`config.mk`:
```
export PLATFORM = sky130hd
export DESIGN_NAME = gpio_in_reader
export DESIGN_NICKNAME = d
export VERILOG_FILES = /design/src/rtl/gpio_pkg.sv /design/src/rtl/gpio_debounce_bit.sv /design/src/rtl/gpio_in_reader.sv
export SDC_FILE = /design/constraint.sdc
export NUM_CORES = 1
export LEC_CHECK = 0
export CAP_MARGIN = 10
export CORE_MARGIN = 2
export CORE_UTILIZATION = 25
export DETAILED_ROUTE_END_ITERATION = 8
export GPL_ROUTABILITY_DRIVEN = 0
export MAX_ROUTING_LAYER = met4
export SKIP_CTS_REPAIR_TIMING = 1
export SYNTH_ARGS = -nofsm -noshare
export SYNTH_HDL_FRONTEND = slang
export SYNTH_SLANG_ARGS = --single-unit
```
`constraint.sdc`:
```
create_clock -name clk -period 2.48 [get_ports clk]
set_clock_uncertainty 0.15 [all_clocks]
set_input_delay 0.248 -clock clk [delete_from_list [all_inputs] [get_ports clk]]
set_output_delay 0.248 -clock clk [all_outputs]
set_load 0.05 [all_outputs]
```
`src/rtl/gpio_pkg.sv`:
```
// Shared definitions for the GPIO input peripheral: register offsets
// within the GPIO load/store region and the address bit that selects it.
package gpio_pkg;

  localparam logic [1:0] GPIO_LEVEL = 2'd0;
  localparam logic [1:0] GPIO_RISE  = 2'd1;
  localparam logic [1:0] GPIO_FALL  = 2'd2;
  localparam logic [1:0] GPIO_MASK  = 2'd3;

  localparam int GPIO_REGION_BIT = 31;

endpackage

```
`src/rtl/gpio_debounce_bit.sv`:
```
// One pin: two-flop synchronizer followed by a stability counter that only
// accepts a new level after DEBOUNCE_CYCLES consecutive differing samples.
module gpio_debounce_bit
  import gpio_pkg::*;
#(
  parameter int DEBOUNCE_CYCLES = 16,
  parameter int CNT_W           = 5
) (
  input  logic clk,
  input  logic rst,
  input  logic pin_i,
  output logic level_o,
  output logic rise_o,
  output logic fall_o
);

  logic             sync1_q;
  logic             sync2_q;
  logic             level_q;
  logic [CNT_W-1:0] cnt_q;
  logic             accept;

  // The edge event fires combinationally on the same edge that level_q flips.
  assign accept = (sync2_q != level_q) && (cnt_q == CNT_W'(DEBOUNCE_CYCLES - 1));

  always_ff @(posedge clk or negedge rst) begin
    if (!rst) begin
      sync1_q <= 1'b0;
      sync2_q <= 1'b0;
      level_q <= 1'b0;
      cnt_q   <= '0;
    end else begin
      sync1_q <= pin_i;
      sync2_q <= sync1_q;
      if (sync2_q == level_q) begin
        cnt_q <= '0;
      end else if (accept) begin
        cnt_q   <= '0;
        level_q <= sync2_q;
      end else begin
        cnt_q <= cnt_q + CNT_W'(1);
      end
    end
  end

  assign level_o = level_q;
  assign rise_o  = accept & sync2_q;
  assign fall_o  = accept & ~sync2_q;

endmodule

```
`src/rtl/gpio_in_reader.sv`:
```
// GPIO input block: debounced pin levels, sticky W1C edge flags, interrupt
// mask and a registered read port feeding the register-file write-back mux.
module gpio_in_reader
  import gpio_pkg::*;
#(
  parameter int WIDTH           = 8,
  parameter int DEBOUNCE_CYCLES = 16,
  parameter int CNT_W           = 5
) (
  input  logic             clk,
  input  logic             rst,
  input  logic [WIDTH-1:0] pins_in,
  input  logic             rd_en,
  input  logic             wr_en,
  input  logic [1:0]       reg_sel,
  input  logic [31:0]      wr_data,
  output logic [31:0]      rd_data,
  output logic             irq
);

  logic [WIDTH-1:0] level;
  logic [WIDTH-1:0] rise_evt;
  logic [WIDTH-1:0] fall_evt;

  for (genvar gi = 0; gi < WIDTH; gi++) begin : g_bit
    gpio_debounce_bit #(
      .DEBOUNCE_CYCLES(DEBOUNCE_CYCLES),
      .CNT_W          (CNT_W)
    ) u_bit (
      .clk    (clk),
      .rst    (rst),
      .pin_i  (pins_in[gi]),
      .level_o(level[gi]),
      .rise_o (rise_evt[gi]),
      .fall_o (fall_evt[gi])
    );
  end

  logic [WIDTH-1:0] rise_q, rise_d;
  logic [WIDTH-1:0] fall_q, fall_d;
  logic [WIDTH-1:0] mask_q, mask_d;
  logic [WIDTH-1:0] wr_bits;
  logic [31:0]      rd_data_q, rd_data_d;
  logic             irq_q, irq_d;
  logic             unused_wr_data;

  assign wr_bits        = wr_data[WIDTH-1:0];
  assign unused_wr_data = ^wr_data;

  always_comb begin
    rise_d    = rise_q;
    fall_d    = fall_q;
    mask_d    = mask_q;
    rd_data_d = rd_data_q;

    if (wr_en && (reg_sel == GPIO_RISE)) rise_d = rise_q & ~wr_bits;
    if (wr_en && (reg_sel == GPIO_FALL)) fall_d = fall_q & ~wr_bits;
    if (wr_en && (reg_sel == GPIO_MASK)) mask_d = wr_bits;
    // New events are OR'd in last so a same-cycle set beats a clear.
    rise_d = rise_d | rise_evt;
    fall_d = fall_d | fall_evt;

    if (rd_en) begin
      rd_data_d = '0;
      case (reg_sel)
        GPIO_LEVEL: rd_data_d[WIDTH-1:0] = level;
        GPIO_RISE:  rd_data_d[WIDTH-1:0] = rise_q;
        GPIO_FALL:  rd_data_d[WIDTH-1:0] = fall_q;
        default:    rd_data_d[WIDTH-1:0] = mask_q;
      endcase
    end

    irq_d = |((rise_q | fall_q) & mask_q);
  end

  always_ff @(posedge clk or negedge rst) begin
    if (!rst) begin
      rise_q    <= '0;
      fall_q    <= '0;
      mask_q    <= '0;
      rd_data_q <= '0;
      irq_q     <= 1'b0;
    end else begin
      rise_q    <= rise_d;
      fall_q    <= fall_d;
      mask_q    <= mask_d;
      rd_data_q <= rd_data_d;
      irq_q     <= irq_d;
    end
  end

  assign rd_data = rd_data_q;
  assign irq     = irq_q;

endmodule

```
# Yosys cells after proc, flatten, opt, wreduce, memory -nomap -nowiden
# Index checks and enable logic that the tools add are counted.
dict set report totals {
  ff_bits 97
  inputBits 46
  output_inout_bits 33
  word_cells 151
}
dict set report classes {
  addsub 8
  eq_ne 27
  mux 19
  bitwise 39
  reduce_logical 21
}
# operator n
set op_table {}
lappend op_table {{5-bit two-way mux} 16}
lappend op_table {{5-bit by 1-bit adder with 5-bit output, second input constant} 8}
lappend op_table {{5-bit by 4-bit equality test with 1-bit output, second input constant} 8}
lappend op_table {{8-bit bitwise AND} 3}
lappend op_table {{8-bit bitwise OR} 3}
lappend op_table {{8-bit case mux with 3 select lines} 1}
lappend op_table {{1-bit bitwise AND} 16}
lappend op_table {{8-bit two-way mux} 2}
lappend op_table {{1-bit inverter} 16}
lappend op_table {{2-bit AND reduction} 8}
lappend op_table {{1-bit logical AND} 11}
lappend op_table {{1-bit equality test} 8}
lappend op_table {{1-bit inequality test} 8}
lappend op_table {{8-bit inverter} 1}
lappend op_table {{8-bit OR reduction} 1}
lappend op_table {{2-bit equality test, second input constant} 2}
lappend op_table {{2-bit by 1-bit equality test with 1-bit output, second input constant} 1}
lappend op_table {{2-bit zero test} 1}

# Depth between registers and ports, before layout
# Gate-level depths: netlist of the first run.
dict set report depth {
  word_depth 4
  mapped_depth 5
  depth_no_buf 4
}

# Cells and area by module
# From an unflattened synthesis of the first run, not the netlist that was laid out.
dict set report unflattened {
  hier_cells 352
  area_unflattened_um2 4405.5
}
# module n_inst cells_each area_each_um2 seq_area_each_um2
set modules_own_cells {}
lappend modules_own_cells {gpio_debounce_bit 8 24 332.8 200.2}
lappend modules_own_cells {gpio_in_reader 1 160 1742.9 825.8}

# Worst setup path after synthesis of the first run
# No wires, ideal clock.
dict set report synth_timing {
  kind {flip-flop to flip-flop}
  start {register g_bit[3].u_bit.cnt_q[0]}
  end {register g_bit[3].u_bit.level_q}
  setup_ps 125
  arrival_time_ps 1100
  required_time_ps 2205
  path_slack_ps 1105
  path_stages_with_launch 4
  path_buffers 0
  synth_period_minus_slack_ps 1375
  cell_sequence {dfrtp_1 > ha_1 > nand4b_1 > mux2_2}
}
dict set report synth_via {
  elab_chain_cells 3
}
# item line
set synth_rtl {}
lappend synth_rtl {{start, declared} gpio_debounce_bit.sv:20} ;# logic [CNT_W-1:0] cnt_q;
lappend synth_rtl {{start signal, assigned} gpio_debounce_bit.sv:41} ;# cnt_q <= cnt_q + CNT_W'(1);
lappend synth_rtl {{5-bit by 4-bit equality test with 1-bit output} gpio_debounce_bit.sv:24} ;# assign accept = (sync2_q != level_q) && (cnt_q == CNT_W'(DEBOUNCE_CYCLES - 1));
lappend synth_rtl {{1-bit logical AND} gpio_debounce_bit.sv:24}
lappend synth_rtl {{2-bit AND reduction (no source line)} --}
lappend synth_rtl {{end signal, assigned} gpio_debounce_bit.sv:39} ;# level_q <= sync2_q;
lappend synth_rtl {{end, declared} gpio_debounce_bit.sv:19} ;# logic level_q;
# Every way passes these cells.
# A chain may end at the register's enable or synchronous reset.

# Worst setup path in the final report of the first run
dict set report layout_timing {
  start {register rd_data_q[7] (netlist: rd_data[7])}
  end {output port rd_data[7]}
}
# item line
set layout_rtl {}
lappend layout_rtl {{start, declared} gpio_in_reader.sv:43} ;# logic [31:0] rd_data_q, rd_data_d;
lappend layout_rtl {{start signal, assigned} gpio_in_reader.sv:87} ;# rd_data_q <= rd_data_d;
lappend layout_rtl {{end, declared} gpio_in_reader.sv:17} ;# output logic [31:0] rd_data,
# No word-level cell between the ends.

==> impl_metrics.yaml, run 1 <==
synth:
  share_of_the_synthesized_area_in_compound_gates_ao_oa_aoi_oai: 0.0880
  synth_seq_area_share: 0.577
  synthXorXnorAreaFrac: 0.0500
  synth_simple_gate_area_share: 0.120
  synth_area_um2: 4210
  synth_fa_ha_area_frac: 0.0238
  synth_seq_cells: 97
  yosysUniqueCellTypes: 27
  post_synth_mux_area_share: 0.0833
  synth_cells: 345
  synth_area_per_inst_um2: 12.2
  combinational_family_with_the_most_area_after_synthesis: "simple AND/OR/NAND/NOR gates"
  synth-warning-count: 0
cells_and_area:
  final-instance-count-excl-fill: 608
  n_fill_cell: 1658
  mostFrequentLayoutCells: "sky130_fd_sc_hd__dfrtp_1, sky130_fd_sc_hd__nand2_1, sky130_fd_sc_hd__clkdlybuf4s50_1, sky130_fd_sc_hd__mux2_2, sky130_fd_sc_hd__conb_1"
  finalNetCount: 437
  postLayoutCoreUtil: 0.301
  layout_commonest_cell: "sky130_fd_sc_hd__dfrtp_1"
  design_area_um2: 4980
  areaGrowthSynthToFinish_pct: 18.3
  diodes: 0
  ratio_of_cells_with_drive_above_1_in_the_final_layout: 0.129
worst_hold_path:
  holdCritPathClass: "primary input to flop"
  worstHoldEndpoint: "g_bit[6].u_bit.sync1_q"
  holdCritStartpoint: "pins_in[6]"
  holdPathStages: 1
worst_setup_path:
  reg2regPathDepth: 3
  crit_path_start: "rd_data[7]"
  critical_path_cell_list: "clkdlybuf4s50_1"
  r2r-end: "g_bit[3].u_bit.level_o"
  crit_family: "buffers and inverters"
  worst_r2r_setup_slack_ns: 0.96
  crit_path_largest_cell_delay_ns: 0.85
  timing.critical_path.slowest_stage_cell: "sky130_fd_sc_hd__clkdlybuf4s50_1"
  worst-endpoint-arrival_ns: 1.56
  critPathRequiredTime_ns: 2.08
  setup.worst_path.end_class: "primary output"
  worstSetupPathDepth: 1
  timing.critical_path.from_type: "flop"
  worstPathBufferInverterCount: 1
  largest_fanout_of_any_net_on_the_critical_path: 2
  timing_worst_setup_path_type: "flop to primary output"
  ff_to_ff_start: "g_bit[3].u_bit.cnt_q[0]"
global_routing:
  grt_first_pass_wirelength_um: 13100
  overflow_left_after_global_routing: 0
  grt_use_total: 0.0955
  pin_count_of_the_biggest_net_entering_global_routing: 53
  first_global_vias: 2627
  antenna_found_initial: 0
status:
  status: "complete, no violations"
floorplanning:
  placementRows: 47
  floorplan.initialDensity: 0.255
  floorplan.core_area_um2: 16500
  die_width_um: 134
  die_area_um2: 17900
  height_of_the_chip_um: 134
  io_pins: 79
placement:
  place_area_um2: 4670
  placed_cells_incl_taps: 591
  io_buffer_count: 30
  detailed_place_hpwl_um: 5590
timing:
  finalHoldViolations: 0
  grt_setup_unrepaired: "no"
  worst_slew_margin_rel: 0.555
  fin_tns_setup_ns: 0
  report.final.setup_viol: 0
  worst-slew-pin-transition_ns: 0.667
  final_min_period_ns: 1.96
  max_freq_mhz: 510
  timing.hold.ws_ns: 0.186
  fin_crit_sh: 0.791
  final_max_slew_viol_count: 0
clocking:
  tritoncts.num_buffers: 9
  htree_levels: 3
  worst_setup_hold_path_clk_slew_ns: 0.07
  tritoncts_num_sinks: 97
  clock_tree.root_cell: "sky130_fd_sc_hd__clkbuf_16"
  max-clock-path-buffers: 2
  tritoncts_clock_tree: "done"
  clk-insertion-delay-late_ns: 0.34
routing:
  postRouteWirelength_um: 7810
  routed_via_count_divided_by_cell_count: 4.22
  vias: 2568
  drt_pass1_iterations: 4
  number_of_nets_with_antenna_violations_after_detailed_routing: 0
  routed_wire_per_std_cell_um: 12.8
  drt_first_iter_violations: 114
  drc_errors: 0
flow_run:
  drv.max_cap_violation_count: 0
power:
  pwr_density_cell_nw_per_um2: 728
  vdd.ir_drop.worst_uv: 268
  leakage_nw: 2.21
[final cells by class]
| class | count | area, um2 | share of cell area |
|---|---|---|---|
| well taps | 220 | 275 | 0.0553 |
| multi-input cells | 239 | 1620 | 0.326 |
| repair buffers | 36 | 358 | 0.0719 |
| clock buffers | 11 | 253 | 0.0508 |
| flip-flops and latches | 97 | 2430 | 0.488 |
| clock inverters | 5 | 38.8 | 0.00779 |
[worst max-delay path by stage]
stage,slack [ns],end
detailed placement,0.55,fall_q[4]
floorplan,1.10,g_bit[3].u_bit.level_o
finish,0.52,rd_data[7]
global route,0.47,rd_data[7]
global placement,0.57,fall_q[0]
CTS,0.51,rd_data[6]
[flip-flops by register name, indices dropped and copies added (netlist names)]
signal,flops
mask_q,8
rd_data,8
g_bit.u_bit.cnt_q,40
rise_q,8
g_bit.u_bit.sync2_q,8
g_bit.u_bit.sync1_q,8
irq,1
g_bit.u_bit.level_o,8
fall_q,8
[layer usage]
| layer | wire [um] | GRT usage |
|---|---|---|
| met5 | 0 | - |
| met3 | 170 | 0.0205 |
| met2 | 3700 | 0.148 |
| met1 | 3780 | 0.123 |
| met4 | 155 | 0.0355 |
[power breakdown]
group | leakage (nW) | switching, mW | internal, mW | total [mW]
logic | 0.822 | 0.328 | 0.189 | 0.517
clock network | 0.130 | 0.592 | 0.738 | 1.33
registers | 1.26 | 0.0822 | 1.69 | 1.78
[cell usage after synthesis]
| cell | number | area share |
|---|---|---|
| sky130_fd_sc_hd__a21oi_1 | 8 | 0.0095 |
| sky130_fd_sc_hd__a31oi_1 | 16 | 0.024 |
| sky130_fd_sc_hd__and2_1 | 4 | 0.0059 |
| sky130_fd_sc_hd__and3_1 | 4 | 0.0059 |
| sky130_fd_sc_hd__and3b_2 | 2 | 0.0048 |
| sky130_fd_sc_hd__buf_2 | 4 | 0.0048 |
| sky130_fd_sc_hd__buf_4 | 26 | 0.046 |
| sky130_fd_sc_hd__buf_6 | 1 | 0.0027 |
| sky130_fd_sc_hd__buf_8 | 1 | 0.0036 |
| sky130_fd_sc_hd__conb_1 | 1 | 0.00089 |
| sky130_fd_sc_hd__dfrtp_1 | 97 | 0.58 |
| sky130_fd_sc_hd__ha_1 | 8 | 0.024 |
| sky130_fd_sc_hd__mux2_2 | 24 | 0.064 |
| sky130_fd_sc_hd__mux2i_1 | 8 | 0.019 |
| sky130_fd_sc_hd__nand2_1 | 32 | 0.029 |
| sky130_fd_sc_hd__nand2b_1 | 17 | 0.025 |
| sky130_fd_sc_hd__nand3_1 | 8 | 0.0095 |
| sky130_fd_sc_hd__nand3_4 | 1 | 0.0042 |
| sky130_fd_sc_hd__nand4_1 | 2 | 0.0030 |
| sky130_fd_sc_hd__nand4b_1 | 8 | 0.017 |
| sky130_fd_sc_hd__nor2_1 | 16 | 0.014 |
| sky130_fd_sc_hd__o21ai_0 | 8 | 0.0095 |
| sky130_fd_sc_hd__o22ai_1 | 8 | 0.012 |
| sky130_fd_sc_hd__o2bb2ai_1 | 16 | 0.033 |
| sky130_fd_sc_hd__or2_2 | 1 | 0.0015 |
| sky130_fd_sc_hd__xnor2_1 | 8 | 0.017 |
| sky130_fd_sc_hd__xor2_1 | 16 | 0.033 |
[logic make-up after synthesis]
| group | count (synthesis) |
|---|---|
| AO/OA/AOI/OAI | 56 |
| flip-flops | 97 |
| buffers and inverters | 32 |
| AND/OR/NAND/NOR | 95 |
| other | 1 |
| XOR/XNOR | 24 |
| multiplexers | 32 |
| adder cells (fa/ha/maj) | 8 |
[per-stage QoR]
step                setup WS, ns  total power [mW]
finish                     0.518              3.62
detailed placement         0.552              2.33
floorplan                   1.10              2.16
CTS                        0.506              3.67
global route               0.473              3.79
global placement           0.567              2.31
(Power assumes the default switching activity.)
==> run 2: changes to the inputs <==
==> constraint.sdc (replaced) <==
create_clock -name clk -period 1.6 [get_ports clk]
set_clock_uncertainty 0.15 [all_clocks]
set_input_delay 0.16 -clock clk [delete_from_list [all_inputs] [get_ports clk]]
set_output_delay 0.16 -clock clk [all_outputs]
set_load 0.05 [all_outputs]
==> run 2 against run 1 <==
Effect of this change:
- routed wire length increased by 3.5%
- core utilization increased by 1.3 points
- clock power increased by 64%
- global-route usage increased by 0.33 points
- largest cell class unchanged
- largest power group unchanged
==> impl_metrics.yaml, run 2 (synthesized netlist as in run 1, its figures left out) <==
routing:
  drt_first_iter_violations: 108
  postRouteWirelength_um: 8080
  drc_errors: 0
  number_of_nets_with_antenna_violations_after_detailed_routing: 0
  routed_wire_per_std_cell_um: 13.1
  routed-wl-met2_um: 3860
  drt_pass1_iterations: 4
  vias: 2659
  detail_route.wirelength.met1_um: 3950
  routed_via_count_divided_by_cell_count: 4.30
  top_layer_used: "met4"
  wl_met3_um: 202
worst_setup_path:
  r2r-end: "irq"
  largest_fanout_of_any_net_on_the_critical_path: 3
  reg2regPathDepth: 3
  worst-endpoint-arrival_ns: 1.47
  ff_to_ff_start: "fall_q[3]"
  timing_worst_setup_path_type: "flop to flop"
  timing.critical_path.from_type: "flop"
  critPathRequiredTime_ns: 1.66
  worst_r2r_setup_slack_ns: 0.19
  setup.worst_path.end_class: "flop"
cells_and_area:
  max_flop_register: "g_bit.u_bit.cnt_q"
  layout_commonest_cell: "sky130_fd_sc_hd__dfrtp_1"
  mostFrequentLayoutCells: "sky130_fd_sc_hd__dfrtp_1, sky130_fd_sc_hd__nand2_1, sky130_fd_sc_hd__mux2_2, sky130_fd_sc_hd__conb_1, sky130_fd_sc_hd__clkdlybuf4s50_1"
  diodes: 0
  areaGrowthSynthToFinish_pct: 23.3
  largest_register_ffs: 40
  final-instance-count-excl-fill: 618
  design_area_um2: 5190
  ratio_of_cells_with_drive_above_1_in_the_final_layout: 0.173
  finalNetCount: 448
clocking:
  max-clock-path-buffers: 2
  tritoncts_num_sinks: 97
  tritoncts_clock_tree: "done"
  clk-insertion-delay-late_ns: 0.33
  worst_setup_hold_path_clk_slew_ns: 0.07
  htree_levels: 3
  tritoncts.num_buffers: 9
  clock_tree.root_cell: "sky130_fd_sc_hd__clkbuf_16"
floorplanning:
  floorplan.initialDensity: 0.255
  die_width_um: 134
  die_area_um2: 17900
  floorplan.core_area_um2: 16500
  height_of_the_chip_um: 134
  io_pins: 79
  placementRows: 47
placement:
  place_area_um2: 4870
  io_buffer_count: 30
  detailed_place_hpwl_um: 5780
  placed_cells_incl_taps: 602
timing:
  finalHoldViolations: 0
  fin_crit_sh: 0.883
  report.final.setup_viol: 0
  grt_setup_unrepaired: "no"
  final_min_period_ns: 1.41
  final_max_slew_viol_count: 0
  max_freq_mhz: 708
status:
  status: "complete, no violations"
flow_run:
  drv.max_cap_violation_count: 0
global_routing:
  first_global_vias: 2726
  grt_use_total: 0.0988
  antenna_found_initial: 0
  grt_first_pass_wirelength_um: 13800
  overflow_left_after_global_routing: 0
  pin_count_of_the_biggest_net_entering_global_routing: 37
power:
  leakage_nw: 2.34
  p_total_mw: 5.85
  vdd.ir_drop.worst_uv: 506
  pwr_density_cell_nw_per_um2: 1130
worst_hold_path:
  holdCritPathClass: "primary input to async pin"
-- run 2: cell count changes in the layout (fill, tap and decap cells not counted), sizes merged --
cell / previous run / this run
clkinvlp: 4 / 1
bufinv: 0 / 1
buf: 6 / 26
clkdlybuf4s50: 29 / 20
clkinv: 0 / 1
-- run 2: routing by layer --
layer | global-route usage | vias up
met1 | 0.129 | 1334
met2 | 0.158 | 51
li1 | - | 1267
met4 | 0.0301 | 0
met5 | - | -
met3 | 0.0164 | 7
-- run 2: worst max path at each step --
stage                                        end               startpoint
after global routing                         irq                fall_q[3]
after detailed placement               rise_q[4]               reg_sel[0]
after floorplan           g_bit[3].u_bit.level_o  g_bit[3].u_bit.cnt_q[0]
after global placement                 rise_q[2]               reg_sel[0]
final                                        irq                fall_q[3]
after CTS                                    irq                fall_q[3]
-- run 2: power by group --
part | internal, mW | switching [mW]
logic | 0.372 | 0.511
registers | 2.63 | 0.151
clock network | 1.29 | 0.893
-- run 2: layout make-up --
| cell class | count | area, um2 |
|---|---|---|
| Fill cell | 1642 | 11300 |
| Sequential cell | 97 | 2430 |
| Multi-Input combinational cell | 239 | 1620 |
| Timing Repair Buffer | 47 | 556 |
| Tap cell | 220 | 275 |
| Clock buffer | 11 | 253 |
| Clock inverter | 4 | 51.3 |
-- run 2: metrics by stage --
stage / TNS (ns) / setup slack [ns] / util / hold slack, ns
floorplan: 0 / 0.225 / - / -0.286
global placement: -1.25 / -0.0811 / 0.295 / -0.0781
detailed placement: -1.76 / -0.117 / 0.295 / -0.0742
CTS: 0 / 0.175 / 0.313 / -0.428
global route: 0 / 0.139 / 0.314 / 0.106
finish: 0 / 0.188 / 0.314 / 0.106
-- run 2: critical path, cell delays in order, from the launching register on --
cell                      delay (ns)
sky130_fd_sc_hd__dfrtp_1        0.40
sky130_fd_sc_hd__o21ai_0        0.29
sky130_fd_sc_hd__nand4_1        0.12
sky130_fd_sc_hd__or2_2          0.33
